`config.mk`:
```
export PLATFORM = sky130hd
export DESIGN_NAME = mc_ctrl_flat
export DESIGN_NICKNAME = d
export VERILOG_FILES = /design/src/rtl/mc_ctrl_pkg.sv /design/src/rtl/mc_ctrl_if.sv /design/src/rtl/mc_alu_dec.sv /design/src/rtl/mc_ctrl.sv /design/src/flat_wrapper.sv
export SDC_FILE = /design/constraint.sdc
export NUM_CORES = 1
export LEC_CHECK = 0
export BUFFER_PORTS_ARGS = -buffer_cell sky130_fd_sc_hd__buf_2
export CAP_MARGIN = 30
export CORE_MARGIN = 3
export CORE_UTILIZATION = 36
export DETAILED_ROUTE_END_ITERATION = 16
export HOLD_SLACK_MARGIN = 0.05
export PLACE_DENSITY = 0.67
export SKIP_LAST_GASP = 1
export SYNTH_ARGS = -nofsm -noshare
export SYNTH_HDL_FRONTEND = slang
export SYNTH_SLANG_ARGS = --single-unit
export TNS_END_PERCENT = 50
```
`constraint.sdc`:
```
create_clock -name clk -period 1.9 [get_ports clk]
set_input_delay 0.19 -clock clk [delete_from_list [all_inputs] [get_ports clk]]
set_output_delay 0.19 -clock clk [all_outputs]
set_load 0.01 [all_outputs]
```
`src/rtl/mc_ctrl_pkg.sv`:
```
// Purpose : shared encodings for the multi-cycle MIPS main controller
//           (FSM states, opcodes, R-type funct codes, alu operation codes).
// Latency : n/a (types, constants and pure decode helpers only).
// Backpressure: n/a.
package mc_ctrl_pkg;

  typedef enum logic [3:0] {
    S_FETCH  = 4'd0,
    S_DECODE = 4'd1,
    S_EXE_R  = 4'd2,
    S_WB_R   = 4'd3,
    S_EXE_I  = 4'd4,
    S_WB_I   = 4'd5,
    S_ADDR   = 4'd6,
    S_MEM_RD = 4'd7,
    S_MEM_WR = 4'd8,
    S_WB_LW  = 4'd9,
    S_BRANCH = 4'd10,
    S_JUMP   = 4'd11
  } state_t;

  typedef logic [3:0] alu_ctr_t;

  // Opcodes, ins[31:26]
  localparam logic [5:0] OP_R     = 6'b000000;
  localparam logic [5:0] OP_ORI   = 6'b001101;
  localparam logic [5:0] OP_ADDIU = 6'b001001;
  localparam logic [5:0] OP_LW    = 6'b100011;
  localparam logic [5:0] OP_SW    = 6'b101011;
  localparam logic [5:0] OP_BEQ   = 6'b000100;
  localparam logic [5:0] OP_J     = 6'b000010;

  // R-type funct, ins[5:0]
  localparam logic [5:0] FN_ADDU = 6'b100001;
  localparam logic [5:0] FN_SUBU = 6'b100011;
  localparam logic [5:0] FN_AND  = 6'b100100;
  localparam logic [5:0] FN_OR   = 6'b100101;
  localparam logic [5:0] FN_SLT  = 6'b101010;

  // alu operation codes
  localparam alu_ctr_t ALU_AND = 4'b0000;
  localparam alu_ctr_t ALU_OR  = 4'b0001;
  localparam alu_ctr_t ALU_ADD = 4'b0010;
  localparam alu_ctr_t ALU_SUB = 4'b0110;
  localparam alu_ctr_t ALU_SLT = 4'b0111;

  function automatic logic funct_ok(input logic [5:0] funct);
    logic ok;
    case (funct)
      FN_ADDU, FN_SUBU, FN_AND, FN_OR, FN_SLT: ok = 1'b1;
      default:                                 ok = 1'b0;
    endcase
    return ok;
  endfunction

  // State that follows DECODE. S_FETCH means the instruction is not
  // supported and must be dropped.
  function automatic state_t decode_next(input logic [5:0] op,
                                         input logic [5:0] funct);
    state_t s;
    case (op)
      OP_R:             s = funct_ok(funct) ? S_EXE_R : S_FETCH;
      OP_ORI, OP_ADDIU: s = S_EXE_I;
      OP_LW, OP_SW:     s = S_ADDR;
      OP_BEQ:           s = S_BRANCH;
      OP_J:             s = S_JUMP;
      default:          s = S_FETCH;
    endcase
    return s;
  endfunction

endpackage

```
`src/rtl/mc_ctrl_if.sv`:
```
// Purpose : controller <-> datapath bundle: instruction fields, status
//           flags, all control strobes and controller status.
// Latency : n/a (wiring only).  Backpressure: mem_ready stalls the controller.
// Ports   : master = controller (drives strobes), slave = datapath side.
interface mc_ctrl_if
  import mc_ctrl_pkg::*;
#(
  parameter int CNT_W = 32
) ();

  // datapath -> controller
  logic [5:0]       op;
  logic [5:0]       funct;
  logic             zero;
  logic             mem_ready;

  // controller -> datapath
  logic             irWr;
  logic             pcEn;
  logic             branch;
  logic             jump;
  logic             regDst;
  logic             aluSrc;
  logic             extOp;
  logic             regWr;
  logic             memWr;
  logic             memRd;
  logic             memtoReg;
  alu_ctr_t         aluCtr;
  logic             illegal;
  logic             timeout;
  logic [CNT_W-1:0] retired;

  modport master (
    input  op, funct, zero, mem_ready,
    output irWr, pcEn, branch, jump, regDst, aluSrc, extOp, regWr,
           memWr, memRd, memtoReg, aluCtr, illegal, timeout, retired
  );

  modport slave (
    output op, funct, zero, mem_ready,
    input  irWr, pcEn, branch, jump, regDst, aluSrc, extOp, regWr,
           memWr, memRd, memtoReg, aluCtr, illegal, timeout, retired
  );

endinterface

```
`src/rtl/mc_alu_dec.sv`:
```
// Purpose : alu operation decode from (latched) opcode and funct.
// Latency : combinational, 0 cycles.  Backpressure: none.
// Ports   : op, funct in; alu_ctr out (ADD for anything not listed).
module mc_alu_dec
  import mc_ctrl_pkg::*;
(
  input  logic [5:0] op,
  input  logic [5:0] funct,
  output alu_ctr_t   alu_ctr
);

  always_comb begin
    alu_ctr = ALU_ADD;
    case (op)
      OP_R: begin
        case (funct)
          FN_SUBU: alu_ctr = ALU_SUB;
          FN_AND:  alu_ctr = ALU_AND;
          FN_OR:   alu_ctr = ALU_OR;
          FN_SLT:  alu_ctr = ALU_SLT;
          default: alu_ctr = ALU_ADD;
        endcase
      end
      OP_ORI:  alu_ctr = ALU_OR;
      OP_BEQ:  alu_ctr = ALU_SUB;
      default: alu_ctr = ALU_ADD;  // ADDIU, LW/SW address, J
    endcase
  end

endmodule

```
`src/rtl/mc_ctrl.sv`:
```
// Purpose : multi-cycle MIPS main controller (FETCH/DECODE/EXE/MEM/WB),
//           retired-instruction counter, illegal and memory-timeout pulses.
// Latency : R/I/SW 4 cycles, LW 5, BEQ/J 3 (mem_ready high); illegal 2.
// Backpressure: MEM_RD/MEM_WR hold until mem_ready or the wait limit.
// Ports   : clk, rst (async, active high), bus (mc_ctrl_if.master).
module mc_ctrl
  import mc_ctrl_pkg::*;
#(
  parameter int CNT_W        = 32,
  parameter int MEM_WAIT_MAX = 15
) (
  input  logic       clk,
  input  logic       rst,
  mc_ctrl_if.master  bus
);

  localparam int WAIT_W = (MEM_WAIT_MAX > 1) ? $clog2(MEM_WAIT_MAX + 1) : 1;
  localparam bit WAIT_EN = (MEM_WAIT_MAX > 0);
  // Last permitted wait cycle: the access is abandoned when this cycle
  // also ends without mem_ready, so a MEM state lasts at most
  // MEM_WAIT_MAX cycles.
  localparam logic [WAIT_W-1:0] WAIT_LAST =
    WAIT_W'((MEM_WAIT_MAX > 0) ? (MEM_WAIT_MAX - 1) : 0);

  state_t            state_q, state_d;
  logic [5:0]        op_q, op_d;
  logic [5:0]        funct_q, funct_d;
  logic [WAIT_W-1:0] wait_cnt_q, wait_cnt_d;
  logic [CNT_W-1:0]  retired_q, retired_d;
  logic              illegal_q, illegal_d;
  logic              timeout_q, timeout_d;
  logic              retire;
  logic              mem_expire;
  alu_ctr_t          dec_alu;

  mc_alu_dec u_alu_dec (
    .op      (op_q),
    .funct   (funct_q),
    .alu_ctr (dec_alu)
  );

  // Next-state, latch and counter logic
  always_comb begin
    state_d    = state_q;
    op_d       = op_q;
    funct_d    = funct_q;
    wait_cnt_d = wait_cnt_q;
    retired_d  = retired_q;
    illegal_d  = 1'b0;
    timeout_d  = 1'b0;
    retire     = 1'b0;
    mem_expire = WAIT_EN && (wait_cnt_q == WAIT_LAST) && !bus.mem_ready;

    case (state_q)
      S_FETCH: state_d = S_DECODE;

      S_DECODE: begin
        op_d      = bus.op;
        funct_d   = bus.funct;
        state_d   = decode_next(bus.op, bus.funct);
        illegal_d = (decode_next(bus.op, bus.funct) == S_FETCH);
      end

      S_EXE_R: state_d = S_WB_R;
      S_EXE_I: state_d = S_WB_I;

      S_ADDR: begin
        state_d    = (op_q == OP_SW) ? S_MEM_WR : S_MEM_RD;
        wait_cnt_d = '0;
      end

      S_MEM_RD, S_MEM_WR: begin
        // mem_ready takes priority over an expiring wait limit
        if (bus.mem_ready) begin
          if (state_q == S_MEM_RD) begin
            state_d = S_WB_LW;
          end else begin
            state_d = S_FETCH;
            retire  = 1'b1;
          end
        end else if (mem_expire) begin
          state_d   = S_FETCH;
          timeout_d = 1'b1;
        end else if (WAIT_EN) begin
          wait_cnt_d = wait_cnt_q + WAIT_W'(1);
        end
      end

      S_WB_R, S_WB_I, S_WB_LW, S_BRANCH, S_JUMP: begin
        state_d = S_FETCH;
        retire  = 1'b1;
      end

      default: state_d = S_FETCH;
    endcase

    if (retire) begin
      retired_d = retired_q + CNT_W'(1);
    end
  end

  always_ff @(posedge clk or posedge rst) begin
    if (rst) begin
      state_q    <= S_FETCH;
      op_q       <= '0;
      funct_q    <= '0;
      wait_cnt_q <= '0;
      retired_q  <= '0;
      illegal_q  <= 1'b0;
      timeout_q  <= 1'b0;
    end else begin
      state_q    <= state_d;
      op_q       <= op_d;
      funct_q    <= funct_d;
      wait_cnt_q <= wait_cnt_d;
      retired_q  <= retired_d;
      illegal_q  <= illegal_d;
      timeout_q  <= timeout_d;
    end
  end

  // Moore strobes decoded from the state register and latched op/funct.
  // Gating with rst makes every strobe drop the moment rst rises, while
  // the FETCH strobes are already present in the first cycle after release.
  always_comb begin
    bus.irWr     = 1'b0;
    bus.pcEn     = 1'b0;
    bus.branch   = 1'b0;
    bus.jump     = 1'b0;
    bus.regDst   = 1'b0;
    bus.aluSrc   = 1'b0;
    bus.extOp    = 1'b0;
    bus.regWr    = 1'b0;
    bus.memWr    = 1'b0;
    bus.memRd    = 1'b0;
    bus.memtoReg = 1'b0;
    bus.aluCtr   = ALU_ADD;

    if (!rst) begin
      case (state_q)
        S_FETCH: begin
          bus.irWr = 1'b1;
          bus.pcEn = 1'b1;
        end
        S_EXE_R: begin
          bus.regDst = 1'b1;
          bus.aluCtr = dec_alu;
        end
        S_WB_R: begin
          bus.regDst = 1'b1;
          bus.regWr  = 1'b1;
          bus.aluCtr = dec_alu;
        end
        S_EXE_I: begin
          bus.aluSrc = 1'b1;
          bus.extOp  = (op_q == OP_ADDIU);
          bus.aluCtr = dec_alu;
        end
        S_WB_I: begin
          bus.aluSrc = 1'b1;
          bus.extOp  = (op_q == OP_ADDIU);
          bus.aluCtr = dec_alu;
          bus.regWr  = 1'b1;
        end
        S_ADDR: begin
          bus.aluSrc = 1'b1;
          bus.extOp  = 1'b1;
        end
        S_MEM_RD: begin
          bus.aluSrc = 1'b1;
          bus.extOp  = 1'b1;
          bus.memRd  = 1'b1;
        end
        S_MEM_WR: begin
          bus.aluSrc = 1'b1;
          bus.extOp  = 1'b1;
          bus.memWr  = 1'b1;
        end
        S_WB_LW: begin
          bus.memtoReg = 1'b1;
          bus.regWr    = 1'b1;
        end
        S_BRANCH: begin
          bus.branch = 1'b1;
          bus.aluCtr = ALU_SUB;
          bus.pcEn   = bus.zero;  // only input-dependent strobe
        end
        S_JUMP: begin
          bus.jump = 1'b1;
          bus.pcEn = 1'b1;
        end
        default: ;
      endcase
    end
  end

  assign bus.illegal = illegal_q;
  assign bus.timeout = timeout_q;
  assign bus.retired = retired_q;

endmodule

```
`src/flat_wrapper.sv`:
```
// flat-port wrapper written by rule: the top's interface ports become plain ports
module mc_ctrl_flat import mc_ctrl_pkg::*;
#(
  parameter int CNT_W        = 32,
  parameter int MEM_WAIT_MAX = 15
)
  (clk, rst, bus_op, bus_funct, bus_zero, bus_mem_ready, bus_irWr, bus_pcEn, bus_branch, bus_jump, bus_regDst, bus_aluSrc, bus_extOp, bus_regWr, bus_memWr, bus_memRd, bus_memtoReg, bus_aluCtr, bus_illegal, bus_timeout, bus_retired);
  mc_ctrl_if #(.CNT_W(CNT_W)) bus_i ();
  input  logic clk;
  input  logic rst;
  input wire logic [$bits(bus_i.op)-1:0] bus_op;
  input wire logic [$bits(bus_i.funct)-1:0] bus_funct;
  input wire logic [$bits(bus_i.zero)-1:0] bus_zero;
  input wire logic [$bits(bus_i.mem_ready)-1:0] bus_mem_ready;
  output wire logic [$bits(bus_i.irWr)-1:0] bus_irWr;
  output wire logic [$bits(bus_i.pcEn)-1:0] bus_pcEn;
  output wire logic [$bits(bus_i.branch)-1:0] bus_branch;
  output wire logic [$bits(bus_i.jump)-1:0] bus_jump;
  output wire logic [$bits(bus_i.regDst)-1:0] bus_regDst;
  output wire logic [$bits(bus_i.aluSrc)-1:0] bus_aluSrc;
  output wire logic [$bits(bus_i.extOp)-1:0] bus_extOp;
  output wire logic [$bits(bus_i.regWr)-1:0] bus_regWr;
  output wire logic [$bits(bus_i.memWr)-1:0] bus_memWr;
  output wire logic [$bits(bus_i.memRd)-1:0] bus_memRd;
  output wire logic [$bits(bus_i.memtoReg)-1:0] bus_memtoReg;
  output wire logic [$bits(bus_i.aluCtr)-1:0] bus_aluCtr;
  output wire logic [$bits(bus_i.illegal)-1:0] bus_illegal;
  output wire logic [$bits(bus_i.timeout)-1:0] bus_timeout;
  output wire logic [$bits(bus_i.retired)-1:0] bus_retired;
  assign bus_i.op = bus_op;
  assign bus_i.funct = bus_funct;
  assign bus_i.zero = bus_zero;
  assign bus_i.mem_ready = bus_mem_ready;
  assign bus_irWr = bus_i.irWr;
  assign bus_pcEn = bus_i.pcEn;
  assign bus_branch = bus_i.branch;
  assign bus_jump = bus_i.jump;
  assign bus_regDst = bus_i.regDst;
  assign bus_aluSrc = bus_i.aluSrc;
  assign bus_extOp = bus_i.extOp;
  assign bus_regWr = bus_i.regWr;
  assign bus_memWr = bus_i.memWr;
  assign bus_memRd = bus_i.memRd;
  assign bus_memtoReg = bus_i.memtoReg;
  assign bus_aluCtr = bus_i.aluCtr;
  assign bus_illegal = bus_i.illegal;
  assign bus_timeout = bus_i.timeout;
  assign bus_retired = bus_i.retired;
  mc_ctrl #(.CNT_W(CNT_W), .MEM_WAIT_MAX(MEM_WAIT_MAX)) u_core (.clk(clk), .rst(rst), .bus(bus_i));
endmodule
```
# After elaboration in Yosys (flattened, before gate mapping)
# Index checks and enable logic that the tools add are counted.
[classes]
n_addsub = 2
eq_ne = 34
mux = 47
n_reduce_logical = 20
[op_table]
columns = ["operator", "n"]
rows = [
  ["$eq A6 B6 Y1 const B", 12],
  ["$add A32 B1 Y32 const B", 1],
  ["$mux W4", 8],
  ["$mux W1", 29],
  ["$eq A6 B4 Y1 const B", 4],
  ["$pmux W4 S6", 1],
  ["$eq A4 B4 Y1 const B", 5],
  ["$pmux W4 S5", 1],
  ["$eq A4 B3 Y1 const B", 4],
  ["$pmux W4 S2", 2],
  ["$reduce_or A5 Y1", 3],
  ["$eq A6 B3 Y1 const B", 2],
  ["$logic_not A6 Y1", 2],
  ["$pmux W3 S4", 1],
  ["$pmux W4 S3", 1],
  ["$reduce_or A2 Y1", 6],
  ["$eq A4 B2 Y1 const B", 2],
  ["$logic_not A4 Y1", 2],
  ["$eq A6 B2 Y1 const B", 1],
  ["$pmux W1 S2", 3],
  ["$reduce_or A3 Y1", 2],
  ["$add A4 B1 Y4 const B", 1],
  ["$eq A4 B1 Y1 const B", 1],
  ["$ne A2 B2 Y1 const B", 2],
  ["other kinds (7)", 7],
]
[totals]
register_bits = 54
output_inout_bits = 49
word_cells = 110

# Depth between registers and ports, before layout
[depth]
word_depth = 10
depth_mapped = 7

# Cells and area by module
# Synthesis repeated with hierarchy kept, for this count alone.
[unflattened]
cells_unflattened = 295
area_unflattened_um2 = 2966.6
[modules_own_cells]
columns = ["mod", "n_inst", "cells_each", "area_per_inst_um2"]
rows = [
  ["mc_ctrl", 1, 278, 2835.2],
  ["mc_alu_dec", 1, 17, 131.4],
]

# Worst setup path before layout
# Ideal clock, no wire load.
[synth_path]
kind = "input to output"
start = "in rst"
end = "out bus_regWr"
t_arrival_ps = 1917
slack_ps = -207
stages = 3
path_cell_list = "inv_1 -> nand2_1 -> a211oi_1"
[synth_via]
elab_chain_cells = 1
[synth_rtl]
columns = ["item", "line_no", "source"]
rows = [
  ["start: declaration", "flat_wrapper.sv:10", "input logic rst;"],
  ["$mux W1", "mc_ctrl.sv:139", "if (!rst) begin"],
  ["end: declaration", "flat_wrapper.sv:22", "output wire logic [$bits(bus_i.regWr)-1:0] bus_regWr;"],
]
# Every way passes these cells.

# Worst setup path in the final report
[layout_path]
start = "reg u_core.op_q[4]"
end = "out bus_aluCtr[0]"
[layout_via]
elab_chain_cells = 4
word_cells_on_any_way = 6
cone_classes = "eq/ne: 2; mux: 3; reduce/logical: 1"
[layout_rtl]
columns = ["item", "line_no", "source"]
rows = [
  ["start: declaration", "mc_ctrl.sv:26", "logic [5:0] op_q, op_d;"],
  ["start signal: assignment", "mc_ctrl.sv:113", "op_q <= op_d;"],
  ["$eq A6 B3 Y1, or another cell as far along", "mc_alu_dec.sv:14", "case (op)"],
  ["$pmux W4 S3 (*)", "mc_alu_dec.sv:14", ""],
  ["$pmux W4 S2 (*)", "mc_ctrl.sv:140", "case (state_q)"],
  ["$mux W4 (*)", "mc_ctrl.sv:139", ""],
  ["end: declaration", "flat_wrapper.sv:26", "output wire logic [$bits(bus_i.aluCtr)-1:0] bus_aluCtr;"],
]
# Mark *: on every way between the ends. The rest lies on a longest branch, timed or not.

==> tab_implementation.tex <==
\begin{tabular}{lr}
\hline
Metric & Value \\
\hline
\multicolumn{2}{l}{\textbf{STA}} \\
Number of slew-limit violations in the final report & 0 \\
RSZ-0062 raised after global routing & true \\
Setup-violating endpoint count in the final report & 5 \\
Post-layout worst setup margin & -502.6 ps \\
Final critical-path required period & 2403 ps \\
Measured slew at the worst slew-check pin & 536.9 ps \\
Final count of hold timing violations & 0 \\
Final sum of negative setup slack & -1125 ps \\
Final hold slack & 118.0 ps \\
Final period utilization & 1.265 \\
Max frequency & 0.4162 GHz \\
Clock Skews & 10.01 ps \\
Remaining max-slew budget at the tightest pin & 0.6420 \\
\multicolumn{2}{l}{\textbf{Final layout}} \\
Diodes inserted & 0 \\
Final-stage net count & 375 \\
Area growth from synthesis to layout & 25.97\% \\
Final core utilization & 0.4800 \\
Fraction of final layout cells sized beyond drive strength 1 & 0.3277 \\
\multicolumn{2}{l}{\textbf{Pwr}} \\
Worst voltage drop across the vdd grid & 0.0005439 V \\
Power density over cell area & 999.3 mW/mm2 \\
Static leakage & 1.734 nW \\
Total power draw & 3.591 mW \\
\multicolumn{2}{l}{\textbf{CTS}} \\
Clock net sink count & 54 \\
Clock latency on the worst-skew pair & 310 ps \\
Reg clk slew, reported paths & 110 ps \\
Root Driver & clkbuf\_8 \\
CTS Buffer Depth & 2 \\
Clock tree from TritonCTS & built \\
CTS Buf Count & 5 \\
H-tree level count & 2 \\
\multicolumn{2}{l}{\textbf{Synthesis}} \\
Number of enable flip-flop cells after synthesis & 0 \\
List of most frequent post-synthesis cells & dfrtp\_1, xnor2\_1, nand2\_1 \\
Fraction of registers with async set or reset after synthesis & 1.000 \\
Number of warnings printed during yosys synthesis & 0 \\
Simple-gate portion of the synthesized area & 0.2219 \\
Largest family of logic cells by synthesized area & simple AND/OR/NAND/NOR gates \\
Synthesized instance count & 276 \\
Largest area contributor in the netlist & dfrtp\_1 \\
Compound-gate portion of the synthesized area & 0.09211 \\
Portion of netlist area occupied by mux cells & 0.05482 \\
Distinct cells, synth & 57 \\
Share of the synthesized netlist area taken by xor and xnor gates & 0.1105 \\
Seq/Total Area, Yosys & 0.4737 \\
Area share of the leading cell type in the synthesized netlist & 0.4737 \\
Post-Syn Area per Cell & 10.34 um2 \\
Post-synthesis instance area & 0.002853 mm2 \\
Commonest register cell after synthesis & dfrtp\_1 \\
Nets in the synthesized netlist & 295 \\
Most common cell in the synthesized netlist & dfrtp\_1 \\
Flop and latch count out of synthesis & 54 \\
Post-Synth Adder-Cell Area & 0.01316 \\
Biggest area contributors in the synthesized netlist & dfrtp\_1, xnor2\_1, mux2\_2 \\
\multicolumn{2}{l}{\textbf{Worst setup path}} \\
Required time at the endpoint of the critical path & 1710 ps \\
Slowest cell on the critical path & dfrtp\_1 \\
Worst-case register-to-register setup slack & 50 ps \\
Critical path cell sequence & or3\_4 > or3\_4 > nor3b\_4 > or3b\_1 > a21oi\_2 > buf\_2 \\
Critical Path End Type & output port \\
Kind of critical path & flip-flop to output port \\
Cells on worst reg2reg path & 5 \\
WP data arrival & 2210 ps \\
Highest fanout seen on the critical path & 2 \\
Source of the worst register-to-register timing path & u\_core.state\_q[0]\$\_DFFE\_PP0P\_ \\
FF-to-FF End & u\_core.wait\_cnt\_q[0]\$\_DFFE\_PP0P\_ \\
Dominant cell type by count on the critical path & or3\_4 \\
Critical Path Source Type & flip-flop \\
Delay of the slowest cell on the worst path & 390 ps \\
\multicolumn{2}{l}{\textbf{Die}} \\
Core area & 0.007486 mm2 \\
Die Span Y & 95.02 um \\
IO Count & 65 \\
\# rows & 31 \\
Die Outline Area & 0.009029 mm2 \\
Die Wd & 95.02 um \\
Initial standard-cell utilization of the core & 0.3811 \\
\multicolumn{2}{l}{\textbf{Placed design}} \\
Final weighted congestion in routability-driven placement & 0.7556 \\
Number of port buffers & 63 \\
Final HPWL DP & 4.691 mm \\
\multicolumn{2}{l}{\textbf{Status}} \\
Result of the run & finished, violations left \\
Violated checks & negative setup slack \\
\multicolumn{2}{l}{\textbf{GRT}} \\
Number of antenna violations at the first check in global routing & 0 \\
Number of global-route vias before repair & 2,173 \\
Total Routing Usage GR & 0.1407 \\
Global-route wire length before repair & 10.14 mm \\
Maximum number of pins on one net before global-route repair & 43 \\
Aggregate global routing overflow & 0 \\
\multicolumn{2}{l}{\textbf{Routing}} \\
DRC Markers & 0 \\
WL/cell & 13.68 um \\
Detail-routed via count per cell & 5.103 \\
Number of detailed-route iterations in the first pass & 4 \\
Wirelength, routed & 6.239 mm \\
Antenna-violating nets left & 0 \\
DRC marker count from the first detailed-route iteration & 116 \\
Total number of vias & 2,327 \\
\multicolumn{2}{l}{\textbf{Job}} \\
Count of maximum capacitance violations & 0 \\
\multicolumn{2}{l}{\textbf{Min path}} \\
Launch point of the worst hold path & bus\_funct[4] \\
Cell depth of the worst hold path & 2 \\
Hold Crit Class & input port to flip-flop \\
Worst hold path endpoint & u\_core.funct\_q[4]\$\_DFFE\_PP0P\_ \\
\hline
\end{tabular}
## worst max path at each step
| stage | endpoint | from | depth (start not counted) |
|---|---|---|---|
| floorplan | bus_aluCtr[0] | u_core.op_q[4]$_DFFE_PP0P_ | 5 |
| global placement | bus_aluCtr[0] | u_core.op_q[4]$_DFFE_PP0P_ | 6 |
| detailed placement | bus_aluCtr[0] | u_core.op_q[4]$_DFFE_PP0P_ | 6 |
| CTS | bus_aluCtr[0] | u_core.op_q[4]$_DFFE_PP0P_ | 6 |
| global route | bus_aluCtr[0] | u_core.op_q[4]$_DFFE_PP0P_ | 6 |
| finish | bus_aluCtr[0] | u_core.op_q[4]$_DFFE_PP0P_ | 6 |
## metrics by stage
step,cells,cell area [um2],setup WS [ps]
floorplan,276,2870,-88.94
global placement,445,3402,-162.3
detailed placement,445,3402,-176.6
CTS,454,3528,-524.3
global route,456,3593,-600.0
finish,456,3593,-502.6
## layer usage
metal,wire length [um],track usage,vias up
li1,-,-,1145
met1,3031,0.1955,1132
met2,2939,0.2272,46
met3,218,0.02605,4
met4,50,0.03486,0
met5,0,0,-
## final cells by class
cell class,count,area (um2)
clock buffer,5,68.82
inverter,8,33.78
sequential,54,1353
clock inverter,3,47.55
timing repair buffer,85,511.7
tap,99,123.9
multi-input combinational,202,1455
fill,711,3892
## critical path, delay by kind of cell, from the launching register on
kind                   cells  cell delay (ps)
AO/OA/AOI/OAI              1              110
buffers and inverters      1              130
flip-flops                 1              390
AND/OR/NAND/NOR            4             1280
## timing repair
item | CTS | global route
endpoints found under the setup margin | 5 | 21
pin swaps | 1 | 4
hold endpoints to repair | 12 | 0
buffers inserted | 0 | 2
hold buffers | 1 | 0
resized for setup | 0 | 11
## cell families after synthesis
| logic type | count (synthesis) |
|---|---|
| and+or+nand+nor | 114 |
| DFF | 54 |
| xor gates and xnor gates | 36 |
| AOI/OAI and AO/OA | 34 |
| buffers and inverters | 20 |
| muxes | 14 |
| adders and majority gates | 3 |
| other | 1 |
## power by group
| part | switching, mW | internal, mW |
|---|---|---|
| registers | 0.230 | 1.38 |
| clock network | 0.407 | 0.403 |
| logic | 0.537 | 0.632 |
| total | 1.17 | 2.42 |
## registers in the layout, indices dropped and copies added (netlist names)
signal and flops:
u_core.wait_cnt_q 4, u_core.state_q 4, u_core.funct_q 6, u_core.bus.timeout 1, u_core.bus.illegal 1, u_core.bus.retired 32, u_core.op_q 6
## cells in the final DEF (no fill, tap or decap), types with 3 or more instances in the layout
master / count
a21oi_1: 5
and4_1: 5
o31ai_1: 3
or4_1: 3
buf_2: 61
buf_4: 19
nand2b_1: 6
nand2_1: 22
clkbuf_8: 5
ha_1: 3
nor2_1: 19
mux2_2: 11
and3_1: 13
nand3_1: 11
xnor2_1: 27
xor2_1: 9
inv_1: 7
nor3_1: 6
nand4_1: 7
dfrtp_1: 53
o21ai_0: 3
a211oi_1: 3
buf_6: 3
or3_4: 3
Note: power is estimated with default switching activity, not from simulation.
